`src/rtl/ysyx_25050136_scoreboard_if.sv`:
```
// ID/EX/WB bundle between the pipeline and the register-hazard scoreboard.
// Master drives instruction, bypass and retire information; slave returns issue and bypass selects.
interface ysyx_25050136_scoreboard_if #(
  parameter int ADDR_WIDTH = 4
) ();
  logic                  id_valid_i;
  logic [ADDR_WIDTH-1:0] id_rs1_i;
  logic [ADDR_WIDTH-1:0] id_rs2_i;
  logic                  id_rs1_en_i;
  logic                  id_rs2_en_i;
  logic [ADDR_WIDTH-1:0] id_rd_i;
  logic                  id_rd_en_i;
  logic                  ex_ready_i;
  logic                  flush_i;
  logic                  issue_o;
  logic                  id_ready_o;
  logic                  ex_wen_i;
  logic                  ex_wvalid_i;
  logic [ADDR_WIDTH-1:0] ex_waddr_i;
  logic [31:0]           ex_wdata_i;
  logic                  wb_valid_i;
  logic [ADDR_WIDTH-1:0] wb_rd_i;
  logic                  wb_rd_en_i;
  logic                  fwd1_en_o;
  logic                  fwd2_en_o;
  logic [31:0]           fwd1_data_o;
  logic [31:0]           fwd2_data_o;

  modport master (
    output id_valid_i, id_rs1_i, id_rs2_i, id_rs1_en_i, id_rs2_en_i, id_rd_i, id_rd_en_i,
    output ex_ready_i, flush_i, ex_wen_i, ex_wvalid_i, ex_waddr_i, ex_wdata_i,
    output wb_valid_i, wb_rd_i, wb_rd_en_i,
    input  issue_o, id_ready_o, fwd1_en_o, fwd2_en_o, fwd1_data_o, fwd2_data_o
  );

  modport slave (
    input  id_valid_i, id_rs1_i, id_rs2_i, id_rs1_en_i, id_rs2_en_i, id_rd_i, id_rd_en_i,
    input  ex_ready_i, flush_i, ex_wen_i, ex_wvalid_i, ex_waddr_i, ex_wdata_i,
    input  wb_valid_i, wb_rd_i, wb_rd_en_i,
    output issue_o, id_ready_o, fwd1_en_o, fwd2_en_o, fwd1_data_o, fwd2_data_o
  );
endinterface

```
`src/rtl/ysyx_25050136_scoreboard.sv`:
```
// Register-hazard scoreboard between ID and EX: per-GPR in-flight write counters, RAW/WAW stall, EX bypass select.
// Optional SCOREBOARD_PERF_EN adds a wrapping stall-cycle counter on stall_cnt_o.
module ysyx_25050136_scoreboard #(
  parameter int ADDR_WIDTH = 4,
  parameter int CNT_WIDTH  = 2
) (
  input  logic                         clk,
  input  logic                         reset,
  ysyx_25050136_scoreboard_if.slave    sb,
  output logic                         err_o
`ifdef SCOREBOARD_PERF_EN
  ,
  output logic [31:0]                  stall_cnt_o
`endif
);

  localparam int                   NREG    = 1 << ADDR_WIDTH;
  localparam logic [CNT_WIDTH-1:0] CNT_MAX = '1;
  localparam logic [CNT_WIDTH-1:0] CNT_ONE = CNT_WIDTH'(1);

  logic [CNT_WIDTH-1:0] cnt_q [NREG];
  logic [CNT_WIDTH-1:0] cnt_d [NREG];
  logic [NREG-1:0]      uflow;
  logic                 err_q;
  logic                 err_d;

  logic [ADDR_WIDTH-1:0] src_idx [2];
  logic [1:0]            src_en;
  logic [1:0]            src_fwd;
  logic [1:0]            src_block;

  logic rd_full;
  logic issue;
  logic issue_fire;
  logic retire;

  assign src_idx[0] = sb.id_rs1_i;
  assign src_idx[1] = sb.id_rs2_i;
  assign src_en[0]  = sb.id_rs1_en_i;
  assign src_en[1]  = sb.id_rs2_en_i;

  // A busy source is forwardable only when exactly one write is pending and EX already holds its value.
  for (genvar gi = 0; gi < 2; gi++) begin : g_src
    logic busy;
    logic ex_hit;
    assign busy          = src_en[gi] & (src_idx[gi] != '0) & (cnt_q[src_idx[gi]] != '0);
    assign ex_hit        = sb.ex_wen_i & sb.ex_wvalid_i & (sb.ex_waddr_i == src_idx[gi]);
    assign src_fwd[gi]   = busy & (cnt_q[src_idx[gi]] == CNT_ONE) & ex_hit;
    assign src_block[gi] = busy & ~src_fwd[gi];
  end

  assign rd_full    = sb.id_rd_en_i & (sb.id_rd_i != '0) & (cnt_q[sb.id_rd_i] == CNT_MAX);
  assign issue      = sb.id_valid_i & ~sb.flush_i & ~(|src_block) & ~rd_full;
  assign issue_fire = issue & sb.ex_ready_i;
  assign retire     = sb.wb_valid_i & sb.wb_rd_en_i;

  assign sb.issue_o     = issue;
  assign sb.id_ready_o  = issue_fire | sb.flush_i;
  assign sb.fwd1_en_o   = issue & src_fwd[0];
  assign sb.fwd2_en_o   = issue & src_fwd[1];
  assign sb.fwd1_data_o = sb.ex_wdata_i;
  assign sb.fwd2_data_o = sb.ex_wdata_i;

  // x0 is never tracked; same-cycle issue and retire of one register cancel out.
  for (genvar gi = 0; gi < NREG; gi++) begin : g_cnt
    if (gi == 0) begin : g_x0
      assign cnt_d[gi] = '0;
      assign uflow[gi] = 1'b0;
    end else begin : g_reg
      logic inc;
      logic dec;
      assign inc = issue_fire & sb.id_rd_en_i & (sb.id_rd_i == ADDR_WIDTH'(gi));
      assign dec = retire & (sb.wb_rd_i == ADDR_WIDTH'(gi));
      assign uflow[gi] = dec & ~inc & (cnt_q[gi] == '0);
      assign cnt_d[gi] = (inc & ~dec)                        ? cnt_q[gi] + CNT_ONE :
                         (dec & ~inc & (cnt_q[gi] != '0))    ? cnt_q[gi] - CNT_ONE :
                                                               cnt_q[gi];
    end
  end

  assign err_d = err_q | (|uflow);

  always_ff @(posedge clk or negedge reset) begin
    if (!reset) begin
      for (int i = 0; i < NREG; i++) begin
        cnt_q[i] <= '0;
      end
      err_q <= 1'b0;
    end else begin
      for (int i = 0; i < NREG; i++) begin
        cnt_q[i] <= cnt_d[i];
      end
      err_q <= err_d;
    end
  end

  assign err_o = err_q;

`ifdef SCOREBOARD_PERF_EN
  logic [31:0] stall_cnt_q;
  logic [31:0] stall_cnt_d;

  assign stall_cnt_d = (sb.id_valid_i & ~sb.flush_i & ~issue) ? stall_cnt_q + 32'd1 : stall_cnt_q;

  always_ff @(posedge clk or negedge reset) begin
    if (!reset) begin
      stall_cnt_q <= '0;
    end else begin
      stall_cnt_q <= stall_cnt_d;
    end
  end

  assign stall_cnt_o = stall_cnt_q;
`endif

endmodule

```
`src/flat_wrapper.sv`:
```
// flat-port wrapper written by rule: the top's interface ports become plain ports
module ysyx_25050136_scoreboard_flat 
#(
  parameter int ADDR_WIDTH = 4,
  parameter int CNT_WIDTH  = 2
)
  (clk, reset, err_o, sb_id_valid_i, sb_id_rs1_i, sb_id_rs2_i, sb_id_rs1_en_i, sb_id_rs2_en_i, sb_id_rd_i, sb_id_rd_en_i, sb_ex_ready_i, sb_flush_i, sb_ex_wen_i, sb_ex_wvalid_i, sb_ex_waddr_i, sb_ex_wdata_i, sb_wb_valid_i, sb_wb_rd_i, sb_wb_rd_en_i, sb_issue_o, sb_id_ready_o, sb_fwd1_en_o, sb_fwd2_en_o, sb_fwd1_data_o, sb_fwd2_data_o);
  ysyx_25050136_scoreboard_if #(.ADDR_WIDTH(ADDR_WIDTH)) sb_i ();
  input  logic clk;
  input  logic reset;
  output logic err_o;
  input wire logic [$bits(sb_i.id_valid_i)-1:0] sb_id_valid_i;
  input wire logic [$bits(sb_i.id_rs1_i)-1:0] sb_id_rs1_i;
  input wire logic [$bits(sb_i.id_rs2_i)-1:0] sb_id_rs2_i;
  input wire logic [$bits(sb_i.id_rs1_en_i)-1:0] sb_id_rs1_en_i;
  input wire logic [$bits(sb_i.id_rs2_en_i)-1:0] sb_id_rs2_en_i;
  input wire logic [$bits(sb_i.id_rd_i)-1:0] sb_id_rd_i;
  input wire logic [$bits(sb_i.id_rd_en_i)-1:0] sb_id_rd_en_i;
  input wire logic [$bits(sb_i.ex_ready_i)-1:0] sb_ex_ready_i;
  input wire logic [$bits(sb_i.flush_i)-1:0] sb_flush_i;
  input wire logic [$bits(sb_i.ex_wen_i)-1:0] sb_ex_wen_i;
  input wire logic [$bits(sb_i.ex_wvalid_i)-1:0] sb_ex_wvalid_i;
  input wire logic [$bits(sb_i.ex_waddr_i)-1:0] sb_ex_waddr_i;
  input wire logic [$bits(sb_i.ex_wdata_i)-1:0] sb_ex_wdata_i;
  input wire logic [$bits(sb_i.wb_valid_i)-1:0] sb_wb_valid_i;
  input wire logic [$bits(sb_i.wb_rd_i)-1:0] sb_wb_rd_i;
  input wire logic [$bits(sb_i.wb_rd_en_i)-1:0] sb_wb_rd_en_i;
  output wire logic [$bits(sb_i.issue_o)-1:0] sb_issue_o;
  output wire logic [$bits(sb_i.id_ready_o)-1:0] sb_id_ready_o;
  output wire logic [$bits(sb_i.fwd1_en_o)-1:0] sb_fwd1_en_o;
  output wire logic [$bits(sb_i.fwd2_en_o)-1:0] sb_fwd2_en_o;
  output wire logic [$bits(sb_i.fwd1_data_o)-1:0] sb_fwd1_data_o;
  output wire logic [$bits(sb_i.fwd2_data_o)-1:0] sb_fwd2_data_o;
  assign sb_i.id_valid_i = sb_id_valid_i;
  assign sb_i.id_rs1_i = sb_id_rs1_i;
  assign sb_i.id_rs2_i = sb_id_rs2_i;
  assign sb_i.id_rs1_en_i = sb_id_rs1_en_i;
  assign sb_i.id_rs2_en_i = sb_id_rs2_en_i;
  assign sb_i.id_rd_i = sb_id_rd_i;
  assign sb_i.id_rd_en_i = sb_id_rd_en_i;
  assign sb_i.ex_ready_i = sb_ex_ready_i;
  assign sb_i.flush_i = sb_flush_i;
  assign sb_i.ex_wen_i = sb_ex_wen_i;
  assign sb_i.ex_wvalid_i = sb_ex_wvalid_i;
  assign sb_i.ex_waddr_i = sb_ex_waddr_i;
  assign sb_i.ex_wdata_i = sb_ex_wdata_i;
  assign sb_i.wb_valid_i = sb_wb_valid_i;
  assign sb_i.wb_rd_i = sb_wb_rd_i;
  assign sb_i.wb_rd_en_i = sb_wb_rd_en_i;
  assign sb_issue_o = sb_i.issue_o;
  assign sb_id_ready_o = sb_i.id_ready_o;
  assign sb_fwd1_en_o = sb_i.fwd1_en_o;
  assign sb_fwd2_en_o = sb_i.fwd2_en_o;
  assign sb_fwd1_data_o = sb_i.fwd1_data_o;
  assign sb_fwd2_data_o = sb_i.fwd2_data_o;
  ysyx_25050136_scoreboard #(.ADDR_WIDTH(ADDR_WIDTH), .CNT_WIDTH(CNT_WIDTH)) u_core (.clk(clk), .reset(reset), .sb(sb_i), .err_o(err_o));
endmodule
```
`config.mk`:
```
export PLATFORM = sky130hd
export DESIGN_NAME = ysyx_25050136_scoreboard_flat
export DESIGN_NICKNAME = d
export VERILOG_FILES = /design/src/rtl/ysyx_25050136_scoreboard_if.sv /design/src/rtl/ysyx_25050136_scoreboard.sv /design/src/flat_wrapper.sv
export SDC_FILE = /design/constraint.sdc
export NUM_CORES = 1
export LEC_CHECK = 0
export ABC_AREA = 1
export CAP_MARGIN = 0
export CORE_AREA = 2 2 90 92
export DETAILED_ROUTE_END_ITERATION = 12
export DIE_AREA = 0 0 92 94
export PLACE_DENSITY = 0.88
export SKIP_LAST_GASP = 1
export SLEW_MARGIN = 20
export SYNTH_ARGS = -nofsm -noshare
export SYNTH_HDL_FRONTEND = slang
export SYNTH_SLANG_ARGS = --single-unit
```
`constraint.sdc`:
```
create_clock -name clk -period 4.11 [get_ports clk]
set_clock_uncertainty 0.1 [all_clocks]
set_input_delay 1.0275 -clock clk [delete_from_list [all_inputs] [get_ports clk]]
set_output_delay 1.0275 -clock clk [all_outputs]
set_load 0.01 [all_outputs]
```
==> summary.md <==
| Metric | Value |
|---|---|
| Internal Power | 0.0007358 W |
| H-tree depth | 2 |
| Die Y | 94 um |
| Period utilisation layout | 0.9737 |
| DR DRC count | 0 |
| Initial Utilization | 0.5071 |
| Post-route ant nets | 0 |
| Clock sink total | 31 |
| Clock Path Buffers | 2 |
| Total congestion overflow | 0 |
| First-pass detailed-route iteration total | 5 |
| Final setup fails | 0 |
| Initial drt markers | 480 |
| Vias | 3,910 |
| Max capacitance violation total | 0 |
| Outcome | complete, no violations |
| Power per Cell Area | 305.6 mW/mm2 |
| CTS tree | done |
| Clk pin slew, worst setup/hold paths | 0.08 ns |
| Synth area leaders | dfrtp_1, nand2_1, buf_4, nor2_1, inv_1 |
| Num CTS Buffers | 5 |
| First-pass GRT wire length | 17.66 mm |
| Pre-CTS WS | -0.4652 ns |
| Setup ws final | 0.1082 ns |
| Clock power share | 0.241 |
| Post-synth top area cell | dfrtp_1 |
| Setup bufs post-CTS | 0 |
| # rows | 32 |
| Largest net degree at the start of global routing | 32 |
| Slew HR | 0.7184 |
| Total placed cells including tap cells | 717 |
| Die area | 0.008648 mm2 |
| CP Capture Type | output port |
| Net Sw Frac | 0.4222 |
| Slew Limit Fails | 0 |
| I/O Pins | 133 |
| Worst IR drop on VDD | 226.8 uV |
| Number of buffers added on ports | 36 |
| WL per Instance | 15.26 um |
| Horiz. Die Dim | 92 um |
| Syn Inst Count | 625 |
| FMAX | 249.9 MHz |
| Clk Latency, worst-skew pair | 0.29 ns |
| GP Congestion | 0.9968 |
| Sequential-to-total area share from yosys stat | 0.2011 |
| CP Launch Type | input pin |
| Antenna violations before repair | 0 |
| Maximum fanout along the worst path | 9 |
| Final min period | 4.002 ns |
| R2R setup slack | 1.32 ns |
| FILL cells | 748 |
| Synth top area share | 0.2011 |
| Total track usage | 0.2589 |
| Post-layout util | 0.5477 |
| Comb pwr share | 0.361 |
| Post-synthesis register bit count | 31 |
| CP Class | input pin to output port |
| Final HPWL DP | 8.688 mm |
| Hold slack | 0.4205 ns |
| Worst Hold Class | register to register |
| Share of layout cells above drive strength 1 | 0.1477 |
| Area grow syn2layout | 8.012% |
| Root Buffer | clkbuf_8 |
| P_sw | 0.0005376 W |
| Vias per cell | 5.393 |
| Number of diodes | 0 |
| Yosys cell types | 37 |
| WP data arrival | 2.87 ns |
| Synthesized Nets | 689 |
| Req. time, crit path | 2.98 ns |
| Reg power frac | 0.398 |
| Core Area | 0.007607 mm2 |
| Mapped cell area | 0.003857 mm2 |
| Final Hold Fails | 0 |
| Static leakage | 2.070 nW |
| Worst-margin pin slew | 0.4224 ns |
| Hold_buf cts | 0 |
| Final WL | 11.06 mm |
| Vias in the first global route | 3,613 |
| Syn Area/Cell | 6.172 um2 |
| Net count, final | 686 |
| Yosys synthesis warning count | 0 |
| Layout Cells excl Fill | 725 |
[path summary, 6_finish.rpt]
kind,start,endpoint,cells past startpoint
worst max-delay path,sb_id_rs2_i[2],sb_issue_o,12
worst min-delay path,u_core.cnt_q[16],u_core.cnt_q[16],1
worst max register to register,u_core.cnt_q[4],u_core.err_o,17
worst min register to register,u_core.cnt_q[16],u_core.cnt_q[16],1
max in group asynchronous,reset,u_core.cnt_q[2],2
min in group asynchronous,reset,u_core.cnt_q[3],2
[synthesized netlist by cell type (all sizes together)]
master   number
a21o          1
a21oi        13
a2bb2oi       1
buf          79
clkbuf        4
clkinv        3
dfrtp        31
inv          80
nand2       163
nand3        55
nand3b        1
nand4        17
nor2        105
nor3          5
nor4          1
o211ai       10
o21ai        33
o21bai        1
o22ai         4
or2           3
xnor2         1
xor2         14
[critical path, stage by stage]
cell             delay [ns]
clkdlybuf4s50_1        0.55
inv_4                  0.08
a21oi_1                0.16
nand3_1                0.11
nand3_1                0.10
nand2_1                0.07
nand2_1                0.06
nand2_1                0.05
nand2_1                0.11
nand2_2                0.15
nor2_8                 0.14
dlygate4sd2_1          0.27
[cells in the final DEF, fill, tap and decap left out, types with 2 or more instances in the layout]
cell type and instances:
dfrtp_1 31, nand4_1 9, o21ai_0 16, a21oi_1 12, nand2_2 3, buf_12 2, o21ai_1 9, buf_4 33
o211ai_1 8, or2_0 2, inv_1 73, clkbuf_2 2, nand4_4 8, xor2_1 14, inv_2 4, nand2_1 159
nor3_2 2, o21ai_2 8, nand3_1 54, o211ai_2 2, buf_6 2, nor2_4 3, clkdlybuf4s50_1 27, clkinv_2 2
dlygate4sd2_1 5, clkinv_1 2, o22ai_1 4, inv_4 2, nor2_2 5, clkbuf_8 5, nor3_1 3, nor2_1 96
[what timing repair did]
item / 4_1_cts / 5_1_grt
gates resized for setup: 17 / 17
pin swaps: 1 / 5
endpoints found under the setup margin: 4 / 4
endpoints found under the hold margin: 0 / 0
[state kept, by name, indices dropped and copies added (netlist names)]
signal / count
u_core.cnt_q: 30
u_core.err_o: 1
[area by class of cell]
class	instances	area, um2	share of cell area
inverter	83	322.8	0.07748
clock inverter	3	43.79	0.01051
multi-input combinational	428	2176	0.5222
sequential	31	775.7	0.1862
timing repair buffer	73	651.9	0.1565
clock buffer	5	68.82	0.01652
tap	102	127.6	0.03063
[power by group through the flow]
stage	clock (W)	sequential (W)	combinational [W]
finish	0.000307	0.000506	0.000460
global route	0.000326	0.000513	0.000511
CTS	0.000310	0.000499	0.000446
detailed placement	0	0.000505	0.000442
global placement	0	0.000501	0.000429
floorplan	0	0.000448	0.000383
[stage by stage]
step	cell area, um2	TNS [ns]	total power, W
2_1_floorplan	3857	0	0.0008316
3_3_place_gp	4014	-1.486	0.0009303
3_5_place_dp	4014	-1.689	0.0009464
4_1_cts	4135	0	0.001255
5_1_grt	4167	-0.004017	0.001351
6_report	4167	0	0.001273
[layer usage]
layer  vias to the layer above  GRT usage  share of wire
met1                      1790     0.3378           0.41
met5                         -          0              0
met3                        38    0.04655          0.085
met4                         0    0.09453          0.035
met2                       185     0.4295           0.47
li1                       1897          -              -
[cell families (layout without fill, tap and decap cells)]
family                    Yosys count  in the layout  share of synthesized area
buffers and inverters             166            164                     0.2459
xor gates and xnor gates           15             15                    0.03406
AOI/OAI and AO/OA                  63             63                     0.1012
DFF                                31             31                     0.2011
and+or+nand+nor                   350            350                     0.4178
Note: power is estimated with default switching activity, not from simulation.
